===== config.mk =====
export PLATFORM = sky130hd
export DESIGN_NAME = seven_segment_scanner_flat
export DESIGN_NICKNAME = d
export VERILOG_FILES = /design/src/rtl/seven_segment_scanner_if.sv /design/src/rtl/seven_segment_scanner.sv /design/src/flat_wrapper.sv
export SDC_FILE = /design/constraint.sdc
export NUM_CORES = 1
export LEC_CHECK = 0
export ABC_AREA = 1
export ABC_CLOCK_PERIOD_IN_PS = 3600
export CELL_PAD_IN_SITES_DETAIL_PLACEMENT = 2
export CELL_PAD_IN_SITES_GLOBAL_PLACEMENT = 2
export CORE_MARGIN = 2
export CORE_UTILIZATION = 35
export DETAILED_ROUTE_END_ITERATION = 6
export PLACE_DENSITY_LB_ADDON = 0.08
export SLEW_MARGIN = 30
export SYNTH_ARGS = -nofsm -noshare
export SYNTH_HDL_FRONTEND = slang
export SYNTH_SLANG_ARGS = --single-unit

===== constraint.sdc =====
create_clock -name clk -period 3.6 [get_ports clk]
set_input_delay 0.54 -clock clk [delete_from_list [all_inputs] [get_ports clk]]
set_output_delay 0.54 -clock clk [all_outputs]
set_load 0.005 [all_outputs]

===== src/rtl/seven_segment_scanner_if.sv =====
`default_nettype none
// ============================================================================
// Module      : seven_segment_scanner_if
// Description : Data, control and pin-side signal bundle of the
//               seven-segment scanner.
// Revision    : 1.0 - initial release
// ============================================================================
interface seven_segment_scanner_if #(
    parameter int NUM_DIGITS = 4
);
    logic [4*NUM_DIGITS-1:0] dataIN;
    logic                    dataVALID;
    logic [NUM_DIGITS-1:0]   blankIN;
    logic [NUM_DIGITS-1:0]   dpIN;
    logic                    enableIN;
    logic [6:0]              segOUT;
    logic                    dpOUT;
    logic [NUM_DIGITS-1:0]   anodeOUT;
    logic                    frameDONE;

    modport master (
        output dataIN, dataVALID, blankIN, dpIN, enableIN,
        input  segOUT, dpOUT, anodeOUT, frameDONE
    );

    modport slave (
        input  dataIN, dataVALID, blankIN, dpIN, enableIN,
        output segOUT, dpOUT, anodeOUT, frameDONE
    );
endinterface
`default_nettype wire


===== src/rtl/seven_segment_scanner.sv =====
`default_nettype none
// ============================================================================
// Module      : seven_segment_scanner
// Description : Time-multiplexed N-digit hex seven-segment driver with
//               frame-synchronous updates and per-slot anode dead time.
// Revision    : 1.0 - initial release
// ============================================================================
module seven_segment_scanner #(
    parameter int NUM_DIGITS     = 4,
    parameter int REFRESH_DIV    = 100000,
    parameter int ACTIVE_LOW_SEG = 1,
    parameter int ACTIVE_LOW_AN  = 1,
    parameter int LZ_BLANK       = 0
) (
    input  logic                    clk,
    input  logic                    rst,
    seven_segment_scanner_if.slave  bus
);

    localparam int c_DW    = 4 * NUM_DIGITS;
    localparam int c_CNT_W = (REFRESH_DIV > 1) ? $clog2(REFRESH_DIV) : 1;
    localparam int c_IDX_W = (NUM_DIGITS > 1) ? $clog2(NUM_DIGITS) : 1;

    localparam logic [c_CNT_W-1:0] c_CNT_LAST = c_CNT_W'(REFRESH_DIV - 1);
    localparam logic [c_IDX_W-1:0] c_IDX_LAST = c_IDX_W'(NUM_DIGITS - 1);

    localparam logic [6:0]            c_SEG_OFF = (ACTIVE_LOW_SEG != 0) ? 7'h7F : 7'h00;
    localparam logic                  c_DP_OFF  = (ACTIVE_LOW_SEG != 0);
    localparam logic [NUM_DIGITS-1:0] c_AN_OFF  = (ACTIVE_LOW_AN != 0) ? '1 : '0;

    // ------------------------------------------------------------------
    // Scan position
    // ------------------------------------------------------------------
    logic [c_CNT_W-1:0] r_cnt;
    logic [c_IDX_W-1:0] r_idx;
    logic               w_slot_end;
    logic               w_boundary;

    assign w_slot_end = (r_cnt == c_CNT_LAST);
    assign w_boundary = w_slot_end && (r_idx == c_IDX_LAST);

    always_ff @(posedge clk) begin
        if (rst) begin
            r_cnt <= '0;
            r_idx <= '0;
        end else if (w_slot_end) begin
            r_cnt <= '0;
            r_idx <= (r_idx == c_IDX_LAST) ? '0 : r_idx + 1'b1;
        end else begin
            r_cnt <= r_cnt + 1'b1;
        end
    end

    // ------------------------------------------------------------------
    // Pending and display registers
    // ------------------------------------------------------------------
    logic [c_DW-1:0]       r_pend_data;
    logic [NUM_DIGITS-1:0] r_pend_blank;
    logic [NUM_DIGITS-1:0] r_pend_dp;
    logic                  r_pend_flag;

    logic [c_DW-1:0]       r_disp_data;
    logic [NUM_DIGITS-1:0] r_disp_blank;
    logic [NUM_DIGITS-1:0] r_disp_dp;

    // A strobe landing on the boundary itself is the newest data, so it
    // goes straight to the display and any older pending word is dropped.
    always_ff @(posedge clk) begin
        if (rst) begin
            r_pend_data  <= '0;
            r_pend_blank <= '0;
            r_pend_dp    <= '0;
            r_pend_flag  <= 1'b0;
            r_disp_data  <= '0;
            r_disp_blank <= '0;
            r_disp_dp    <= '0;
        end else if (w_boundary) begin
            r_pend_flag <= 1'b0;
            if (bus.dataVALID) begin
                r_disp_data  <= bus.dataIN;
                r_disp_blank <= bus.blankIN;
                r_disp_dp    <= bus.dpIN;
            end else if (r_pend_flag) begin
                r_disp_data  <= r_pend_data;
                r_disp_blank <= r_pend_blank;
                r_disp_dp    <= r_pend_dp;
            end
        end else if (bus.dataVALID) begin
            r_pend_data  <= bus.dataIN;
            r_pend_blank <= bus.blankIN;
            r_pend_dp    <= bus.dpIN;
            r_pend_flag  <= 1'b1;
        end
    end

    // ------------------------------------------------------------------
    // Digit decode
    // ------------------------------------------------------------------
    function automatic logic [6:0] f_hex_to_seg(input logic [3:0] i_val);
        logic [6:0] v_seg;
        case (i_val)
            4'h0:    v_seg = 7'b1000000;
            4'h1:    v_seg = 7'b1111001;
            4'h2:    v_seg = 7'b0100100;
            4'h3:    v_seg = 7'b0110000;
            4'h4:    v_seg = 7'b0011001;
            4'h5:    v_seg = 7'b0010010;
            4'h6:    v_seg = 7'b0000010;
            4'h7:    v_seg = 7'b1111000;
            4'h8:    v_seg = 7'b0000000;
            4'h9:    v_seg = 7'b0010000;
            4'hA:    v_seg = 7'b0001000;
            4'hB:    v_seg = 7'b0000011;
            4'hC:    v_seg = 7'b1000110;
            4'hD:    v_seg = 7'b0100001;
            4'hE:    v_seg = 7'b0000110;
            default: v_seg = 7'b0001110;
        endcase
        return v_seg;
    endfunction

    logic [NUM_DIGITS-1:0] w_dig_zero;
    logic [NUM_DIGITS-1:0] w_upper_zero;
    logic [NUM_DIGITS-1:0] w_an_onehot;

    generate
        for (genvar gi = 0; gi < NUM_DIGITS; gi++) begin : g_digit
            assign w_dig_zero[gi]  = (r_disp_data[4*gi +: 4] == 4'h0);
            assign w_an_onehot[gi] = (r_idx == c_IDX_W'(gi));
        end
    endgenerate

    // w_upper_zero[i]: digit i and every more-significant digit are zero.
    always_comb begin
        w_upper_zero = '0;
        w_upper_zero[NUM_DIGITS-1] = w_dig_zero[NUM_DIGITS-1];
        for (int i = NUM_DIGITS - 2; i >= 0; i--) begin
            w_upper_zero[i] = w_dig_zero[i] && w_upper_zero[i+1];
        end
    end

    logic [3:0]            w_digit;
    logic                  w_lz_blank;
    logic                  w_blank;
    logic [6:0]            w_seg_al;
    logic [6:0]            w_seg;
    logic                  w_dp;
    logic [NUM_DIGITS-1:0] w_an;

    assign w_digit    = r_disp_data[{r_idx, 2'b00} +: 4];
    assign w_lz_blank = (LZ_BLANK != 0) && (r_idx != '0) && w_upper_zero[r_idx];
    assign w_blank    = r_disp_blank[r_idx] || w_lz_blank;
    assign w_seg_al   = w_blank ? 7'h7F : f_hex_to_seg(w_digit);
    assign w_seg      = (ACTIVE_LOW_SEG != 0) ? w_seg_al : ~w_seg_al;
    assign w_dp       = (ACTIVE_LOW_SEG != 0) ? ~r_disp_dp[r_idx] : r_disp_dp[r_idx];

    // First cycle of every slot is anode dead time to avoid ghosting.
    always_comb begin
        w_an = c_AN_OFF;
        if (bus.enableIN && (r_cnt != '0)) begin
            w_an = (ACTIVE_LOW_AN != 0) ? ~w_an_onehot : w_an_onehot;
        end
    end

    // ------------------------------------------------------------------
    // Output registers
    // ------------------------------------------------------------------
    logic [6:0]            r_seg;
    logic                  r_dp;
    logic [NUM_DIGITS-1:0] r_an;
    logic                  r_frame_done;

    always_ff @(posedge clk) begin
        if (rst) begin
            r_seg        <= c_SEG_OFF;
            r_dp         <= c_DP_OFF;
            r_an         <= c_AN_OFF;
            r_frame_done <= 1'b0;
        end else begin
            r_seg        <= w_seg;
            r_dp         <= w_dp;
            r_an         <= w_an;
            r_frame_done <= w_boundary;
        end
    end

    assign bus.segOUT    = r_seg;
    assign bus.dpOUT     = r_dp;
    assign bus.anodeOUT  = r_an;
    assign bus.frameDONE = r_frame_done;

endmodule
`default_nettype wire


===== src/flat_wrapper.sv =====
// flat-port wrapper written by rule: the top's interface ports become plain ports
module seven_segment_scanner_flat 
#(
    parameter int NUM_DIGITS     = 4,
    parameter int REFRESH_DIV    = 100000,
    parameter int ACTIVE_LOW_SEG = 1,
    parameter int ACTIVE_LOW_AN  = 1,
    parameter int LZ_BLANK       = 0
)
  (clk, rst, bus_dataIN, bus_dataVALID, bus_blankIN, bus_dpIN, bus_enableIN, bus_segOUT, bus_dpOUT, bus_anodeOUT, bus_frameDONE);
  seven_segment_scanner_if #(.NUM_DIGITS(NUM_DIGITS)) bus_i ();
  input  logic clk;
  input  logic rst;
  input wire logic [$bits(bus_i.dataIN)-1:0] bus_dataIN;
  input wire logic [$bits(bus_i.dataVALID)-1:0] bus_dataVALID;
  input wire logic [$bits(bus_i.blankIN)-1:0] bus_blankIN;
  input wire logic [$bits(bus_i.dpIN)-1:0] bus_dpIN;
  input wire logic [$bits(bus_i.enableIN)-1:0] bus_enableIN;
  output wire logic [$bits(bus_i.segOUT)-1:0] bus_segOUT;
  output wire logic [$bits(bus_i.dpOUT)-1:0] bus_dpOUT;
  output wire logic [$bits(bus_i.anodeOUT)-1:0] bus_anodeOUT;
  output wire logic [$bits(bus_i.frameDONE)-1:0] bus_frameDONE;
  assign bus_i.dataIN = bus_dataIN;
  assign bus_i.dataVALID = bus_dataVALID;
  assign bus_i.blankIN = bus_blankIN;
  assign bus_i.dpIN = bus_dpIN;
  assign bus_i.enableIN = bus_enableIN;
  assign bus_segOUT = bus_i.segOUT;
  assign bus_dpOUT = bus_i.dpOUT;
  assign bus_anodeOUT = bus_i.anodeOUT;
  assign bus_frameDONE = bus_i.frameDONE;
  seven_segment_scanner #(.NUM_DIGITS(NUM_DIGITS), .REFRESH_DIV(REFRESH_DIV), .ACTIVE_LOW_SEG(ACTIVE_LOW_SEG), .ACTIVE_LOW_AN(ACTIVE_LOW_AN), .LZ_BLANK(LZ_BLANK)) u_core (.clk(clk), .rst(rst), .bus(bus_i));
endmodule

==> impl_metrics.py, run 1 <==
metrics = {
    "routing": {
        "antenna_left": 0,
        "vias_per_cell": 4.94,
        "drt-initial-drc-count": 129,
        "drc": 0,
        "vias": 3753,
        "wirelength_mm": 11.5,
        "wl_per_cell_um": 15.2,
        "firstDrtPassIters": 4,
    },
    "cts": {
        "cts_setup_buffers": 0,
        "cts_buffer_depth": 2,
        "cts_tree": "built",
        "root_buffer": "clkbuf_16",
        "cts.repair.resized": 0,
        "cts_buffers": 9,
        "clkSlewWorstSetupHoldPaths_ps": 60,
        "cts_hold_buf": 0,
        "htreeDepth": 3,
        "cts.sinks": 81,
        "clk_latency_ps": 340,
    },
    "floorplan": {
        "io-pin-count": 41,
        "core_area_mm2": 0.0115,
        "rows": 39,
        "die_x_um": 113,
        "chipHeight_um": 113,
        "initial_core_util_pct": 36.0,
        "die-area_mm2": 0.0127,
    },
    "yosys": {
        "synthArstFlopShare_pct": 0,
        "yosysUniqueCellTypes": 31,
        "synth_seq_area_share_pct": 39.3,
        "syn-cell-area_mm2": 0.00413,
        "synth_edf_count": 0,
        "synth_nets": 624,
        "syn-mean-instance-area_um2": 7.06,
        "ys.warnings.count": 0,
        "ys_ff_latch": 81,
        "synth_cells": 584,
        "synthFlopType": "dfxtp_1",
    },
    "finish": {
        "layout_commonest_cell": "nand2_1",
        "drive_gt1_share_pct": 9.74,
        "antenna_cells": 0,
        "final_cell_mix": "130 x nand2_1, 98 x nor2_1, 81 x dfxtp_1",
        "fin_nets": 653,
        "syn2layout_area_growth_pct": 16.9,
        "post-route-util_pct": 42.1,
        "finalNonFillerCells": 759,
        "n_fill_cell": 1351,
    },
    "timing": {
        "min_period_ps": 2410,
        "drv_slew": 0,
        "maxSlewHeadroom_pct": 43.5,
        "hold_viol_final": 0,
        "fmax_ghz": 0.415,
        "fin_crit_sh_pct": 67.0,
        "rsz0062_at_grt": "no",
        "finalSetupTns_ps": 0,
        "tightest_slew_ps": 848,
        "finalClockSkew_ps": 8.45,
        "setup_violations": 0,
    },
    "setup_path": {
        "crit_required_ps": 3780,
        "cp_max_fo": 9,
        "path_class": "reg2reg",
        "critPathCaptureType": "register",
        "start_kind": "register",
        "crit_arrival_ps": 2590,
    },
    "pwr": {
        "power_density_mw_per_mm2": 395,
        "max-vdd-ir-drop_v": 0.000316,
        "p_leak_nw": 2.20,
    },
    "global_route": {
        "grt_pass1_wl_mm": 19.8,
        "grt_pass1_vias": 4056,
        "antenna_found_initial": 0,
        "grt_overflow_total": 0,
        "grt_max_degree": 73,
        "grt_usage_pct": 19.5,
    },
    "place": {
        "port_buffers": 40,
        "dp_cells": 745,
        "gp_congestion": 0.782,
        "hpwl_mm": 8.09,
    },
    "flow_run": {
        "cap_violations": 0,
    },
    "status": {
        "status": "finished, final reports clean",
    },
    "worst_hold_path": {
        "hp-class": "reg2reg",
    },
}
-- state kept, by name, indices dropped and copies added, names as in the netlist --
register	count
u_core.r_pend_data	16
u_core.bus.segOUT	7
u_core.r_disp_dp	4
u_core.bus.anodeOUT	4
u_core.bus.dpOUT	1
u_core.bus.frameDONE	1
u_core.r_pend_dp	4
u_core.r_idx	2
u_core.r_disp_blank	4
u_core.r_cnt	17
u_core.r_disp_data	16
u_core.r_pend_flag	1
u_core.r_pend_blank	4
-- critical path, stage by stage, from the launching register on --
cell	delay (ps)
dfxtp_1	590
clkinv_1	410
a21oi_1	200
o21ai_0	100
nand2_1	240
inv_1	130
ha_1	240
nand2_1	110
o21ai_0	90
nand2_1	70
nand4_1	80
-- power breakdown --
part           internal (mW)  switching, mW
clock network          0.459          0.345
logic                 0.0827         0.0793
registers              0.923         0.0139
-- routing by layer --
metal,up-vias,GRT usage (%),wire length (um),share of wire (%)
met5,-,0,0,0
met4,0,3.74,93,0.81
met3,5,5.08,327,2.8
met2,43,34.6,5730,50
met1,1821,23.9,5400,47
li1,1884,-,-,-
-- synthesized netlist by cell type (4+ instances only) --
| cell | number | share of area, % |
|---|---|---|
| mux2_2 | 24 | 6.6 |
| buf_6 | 4 | 1.1 |
| nand2_1 | 130 | 12 |
| nand3_1 | 51 | 6.2 |
| dfxtp_1 | 81 | 39 |
| buf_2 | 10 | 1.2 |
| clkbuf_1 | 6 | 0.55 |
| o21ai_0 | 16 | 1.9 |
| nand4_1 | 4 | 0.61 |
| nor2_1 | 98 | 8.9 |
| a21oi_1 | 31 | 3.8 |
| ha_1 | 12 | 3.6 |
| inv_1 | 68 | 6.2 |
| a21oi_2 | 9 | 1.9 |
| nor3_1 | 9 | 1.1 |
| xor2_1 | 5 | 1.1 |
-- kinds of logic (layout without fill, tap and decap cells) --
kind of cell / Yosys count / after routing / share of synthesized area, %
and+or+nand+nor: 304 / 304 / 30.9
DFF: 81 / 81 / 39.3
xor gates and xnor gates: 6 / 6 / 1.27
buffers and inverters: 99 / 131 / 10.3
adders and majority gates: 12 / 12 / 3.64
muxes: 24 / 24 / 6.55
AOI/OAI and AO/OA: 58 / 58 / 7.98
-- area by class of cell --
class                      instances  area (um2)  share of cell area [%]
clock buffer                      13         240                    4.98
clock inverter                     1        5.00                   0.104
inverter                          73         274                    5.68
multi-input combinational        404        2080                    43.1
sequential                        81        1620                    33.6
tap                              143         179                    3.71
timing repair buffer              44         425                    8.82
-- path summary, 6_finish.rpt --
| kind | startpoint | endpoint | slack, ps | cells past startpoint |
|---|---|---|---|---|
| worst max register to register | u_core.r_idx[1] | u_core.bus.segOUT[0] | 1190 | 10 |
| worst max-delay path | u_core.r_idx[1] | u_core.bus.segOUT[0] | 1190 | 10 |
| worst min register to register | u_core.r_pend_data[12] | u_core.r_pend_data[12] | 480 | 2 |
| worst min-delay path | u_core.r_pend_data[12] | u_core.r_pend_data[12] | 480 | 2 |
-- metrics by stage --
| step | instance area (um2) | setup WS (ps) | total power, mW | hold slack [ps] |
|---|---|---|---|---|
| finish | 4820 | 1190 | 1.90 | 478 |
| global route | 4820 | 882 | 2.00 | 516 |
| CTS | 4820 | 1120 | 1.94 | 485 |
| detailed placement | 4580 | 1120 | 1.12 | 472 |
| global placement | 4580 | 1140 | 1.11 | 455 |
| floorplan | 4130 | 1880 | 1.05 | 430 |
(Power assumes the default switching activity.)
==> inputs of run 2 (changes only) <==
- ABC_CLOCK_PERIOD_IN_PS: 3600 -> 2000
- CORE_UTILIZATION: 35 -> 29
- clock period: 3.6 -> 2 ns (I/O delays scaled with it)
==> run 2 against run 1 <==
  * Clock-buffer cell count is 2 lower
  * Combinational power is 89% higher
  * Final cell count is 5.9% higher
  * Non-clock buffer count is 8 higher
  * Power is 92% higher
  * Die area is 20% higher
  * Cell area is 4.2% higher
  * Via count is 0.45% higher
  * Worst setup slack worse by 970 ps
  * Sequential power is 80% higher
  * Clock power is 110% higher
  * Critical path depth is 1 lower
  * Critical path type unchanged
  * Largest cell class unchanged
==> impl_metrics.py, run 2 (synthesized netlist as in run 1, its figures left out) <==
metrics = {
    "routing": {
        "drt-initial-drc-count": 162,
        "vias_per_cell": 4.69,
        "antenna_left": 0,
        "wl_per_cell_um": 14.7,
        "firstDrtPassIters": 4,
        "wirelength_mm": 11.8,
        "vias": 3770,
        "drc": 0,
    },
    "finish": {
        "layout_commonest_cell": "nand2_1",
        "top_regs": "u_core.r_cnt: 17 flops, u_core.r_disp_data: 16 flops, u_core.r_pend_data: 16 flops",
        "top_register": "u_core.r_cnt",
        "post-route-util_pct": 36.2,
        "final_cell_mix": "129 x nand2_1, 98 x nor2_1, 80 x dfxtp_1",
        "fin_nets": 661,
        "drive_gt1_share_pct": 11.7,
        "fin_area_mm2": 0.00502,
        "syn2layout_area_growth_pct": 21.8,
        "finalNonFillerCells": 804,
        "antenna_cells": 0,
        "largest_register_ff_count": 17,
    },
    "timing": {
        "maxSlewHeadroom_pct": 70.9,
        "tightest_slew_ps": 437,
        "min_period_ps": 1780,
        "holdWs_ps": 412,
        "setup_violations": 0,
        "finalSetupTns_ps": 0,
        "finalClockSkew_ps": 4.10,
        "finalWorstSetupSlack_ps": 220,
        "rsz0062_at_grt": "no",
        "drv_slew": 0,
        "fmax_ghz": 0.562,
        "hold_viol_final": 0,
        "fin_crit_sh_pct": 89.0,
    },
    "cts": {
        "htreeDepth": 3,
        "cts_buffers": 9,
        "cts.sinks": 81,
        "root_buffer": "clkbuf_16",
        "cts.repair.resized": 0,
        "cts_tree": "built",
        "cts_hold_buf": 0,
        "cts_setup_buffers": 0,
        "clk_latency_ps": 340,
        "clkSlewWorstSetupHoldPaths_ps": 60,
        "cts_buffer_depth": 2,
    },
    "pwr": {
        "p_leak_nw": 2.27,
        "power_density_mw_per_mm2": 726,
        "seq_power_share_pct": 46.3,
        "switching_power_mw": 0.839,
        "power.total_mw": 3.65,
        "internal-power_mw": 2.81,
        "max-vdd-ir-drop_v": 0.000350,
        "combPwrFrac_pct": 8.4,
        "p_clk_share_pct": 45.4,
        "p_sw_share_pct": 23.0,
    },
    "global_route": {
        "grt_pass1_vias": 4060,
        "grt_overflow_total": 0,
        "antenna_found_initial": 0,
        "grt_usage_pct": 16.9,
        "grt_pass1_wl_mm": 20.0,
        "grt_max_degree": 49,
    },
    "setup_path": {
        "start_kind": "register",
        "crit_required_ps": 2240,
        "cp_max_fo": 37,
        "crit_arrival_ps": 2020,
        "path_class": "reg2reg",
        "critPathMaxStageDelay_ps": 380,
        "critPathCaptureType": "register",
        "crit_top_cell": "nand2_1",
        "crit_path_top_delay_cell": "dfxtp_1",
        "crit_chain": "ha_1 -> nand2_1 -> nor2_2 -> nand2_1 -> nor2_4 -> nand3_2 -> buf_4 -> a21oi_1 -> nor2_1",
    },
    "place": {
        "gp_congestion": 0.776,
        "hpwl_mm": 8.60,
        "place_area_mm2": 0.00473,
        "port_buffers": 40,
        "dp_cells": 790,
        "dp_slack_ps": 137,
    },
    "floorplan": {
        "initial_core_util_pct": 29.7,
        "die_x_um": 123,
        "io-pin-count": 41,
        "core_area_mm2": 0.0139,
        "rows": 43,
        "chipHeight_um": 123,
        "die-area_mm2": 0.0152,
    },
    "status": {
        "status": "finished, final reports clean",
    },
    "worst_hold_path": {
        "hp-class": "in2reg",
    },
    "flow_run": {
        "cap_violations": 0,
    },
}
run 2: path summary, 6_finish.rpt:
| kind | endpoint | slack, ps | from | cells past startpoint |
|---|---|---|---|---|
| hold / removal | u_core.r_pend_data[15] | 410 | bus_dataVALID | 3 |
| setup / recovery | u_core.r_pend_data[13] | 220 | u_core.r_cnt[0] | 9 |
| setup reg to reg | u_core.r_pend_data[13] | 220 | u_core.r_cnt[0] | 9 |
| hold reg to reg | u_core.r_pend_data[0] | 480 | u_core.r_pend_data[0] | 2 |
run 2: area by class of cell:
type                            count  area, um2
Clock inverter                      3       42.5
Timing Repair Buffer               52        536
Multi-Input combinational cell    404       2080
Fill cell                        1645       8860
Inverter                           73        274
Tap cell                          180        225
Clock buffer                       11        243
Sequential cell                    81       1620
run 2: metal layers:
metal	global-route usage, %	routed length, um	part of all wire (%)	vias to the layer above
met5	0	0	0	-
met4	6.18	185	1.6	0
met3	2.77	249	2.1	9
met2	28.6	5690	48	36
met1	21.7	5680	48	1828
li1	-	-	-	1897
run 2: power by group through the flow:
stage	combinational [mW]	clock [mW]	sequential, mW
after detailed placement	0.311	0	1.72
after CTS	0.315	1.71	1.69
after global placement	0.296	0	1.72
after floorplan	0.177	0	1.72
after global routing	0.345	1.78	1.69
final	0.306	1.65	1.69
run 2: worst max-delay path: cells and delay by family (launching register included):
kind | cells | cell delay, ps
AOI/OAI and AO/OA | 1 | 200
adders and majority gates | 1 | 190
and+or+nand+nor | 6 | 600
buffers and inverters | 1 | 290
DFF | 1 | 380
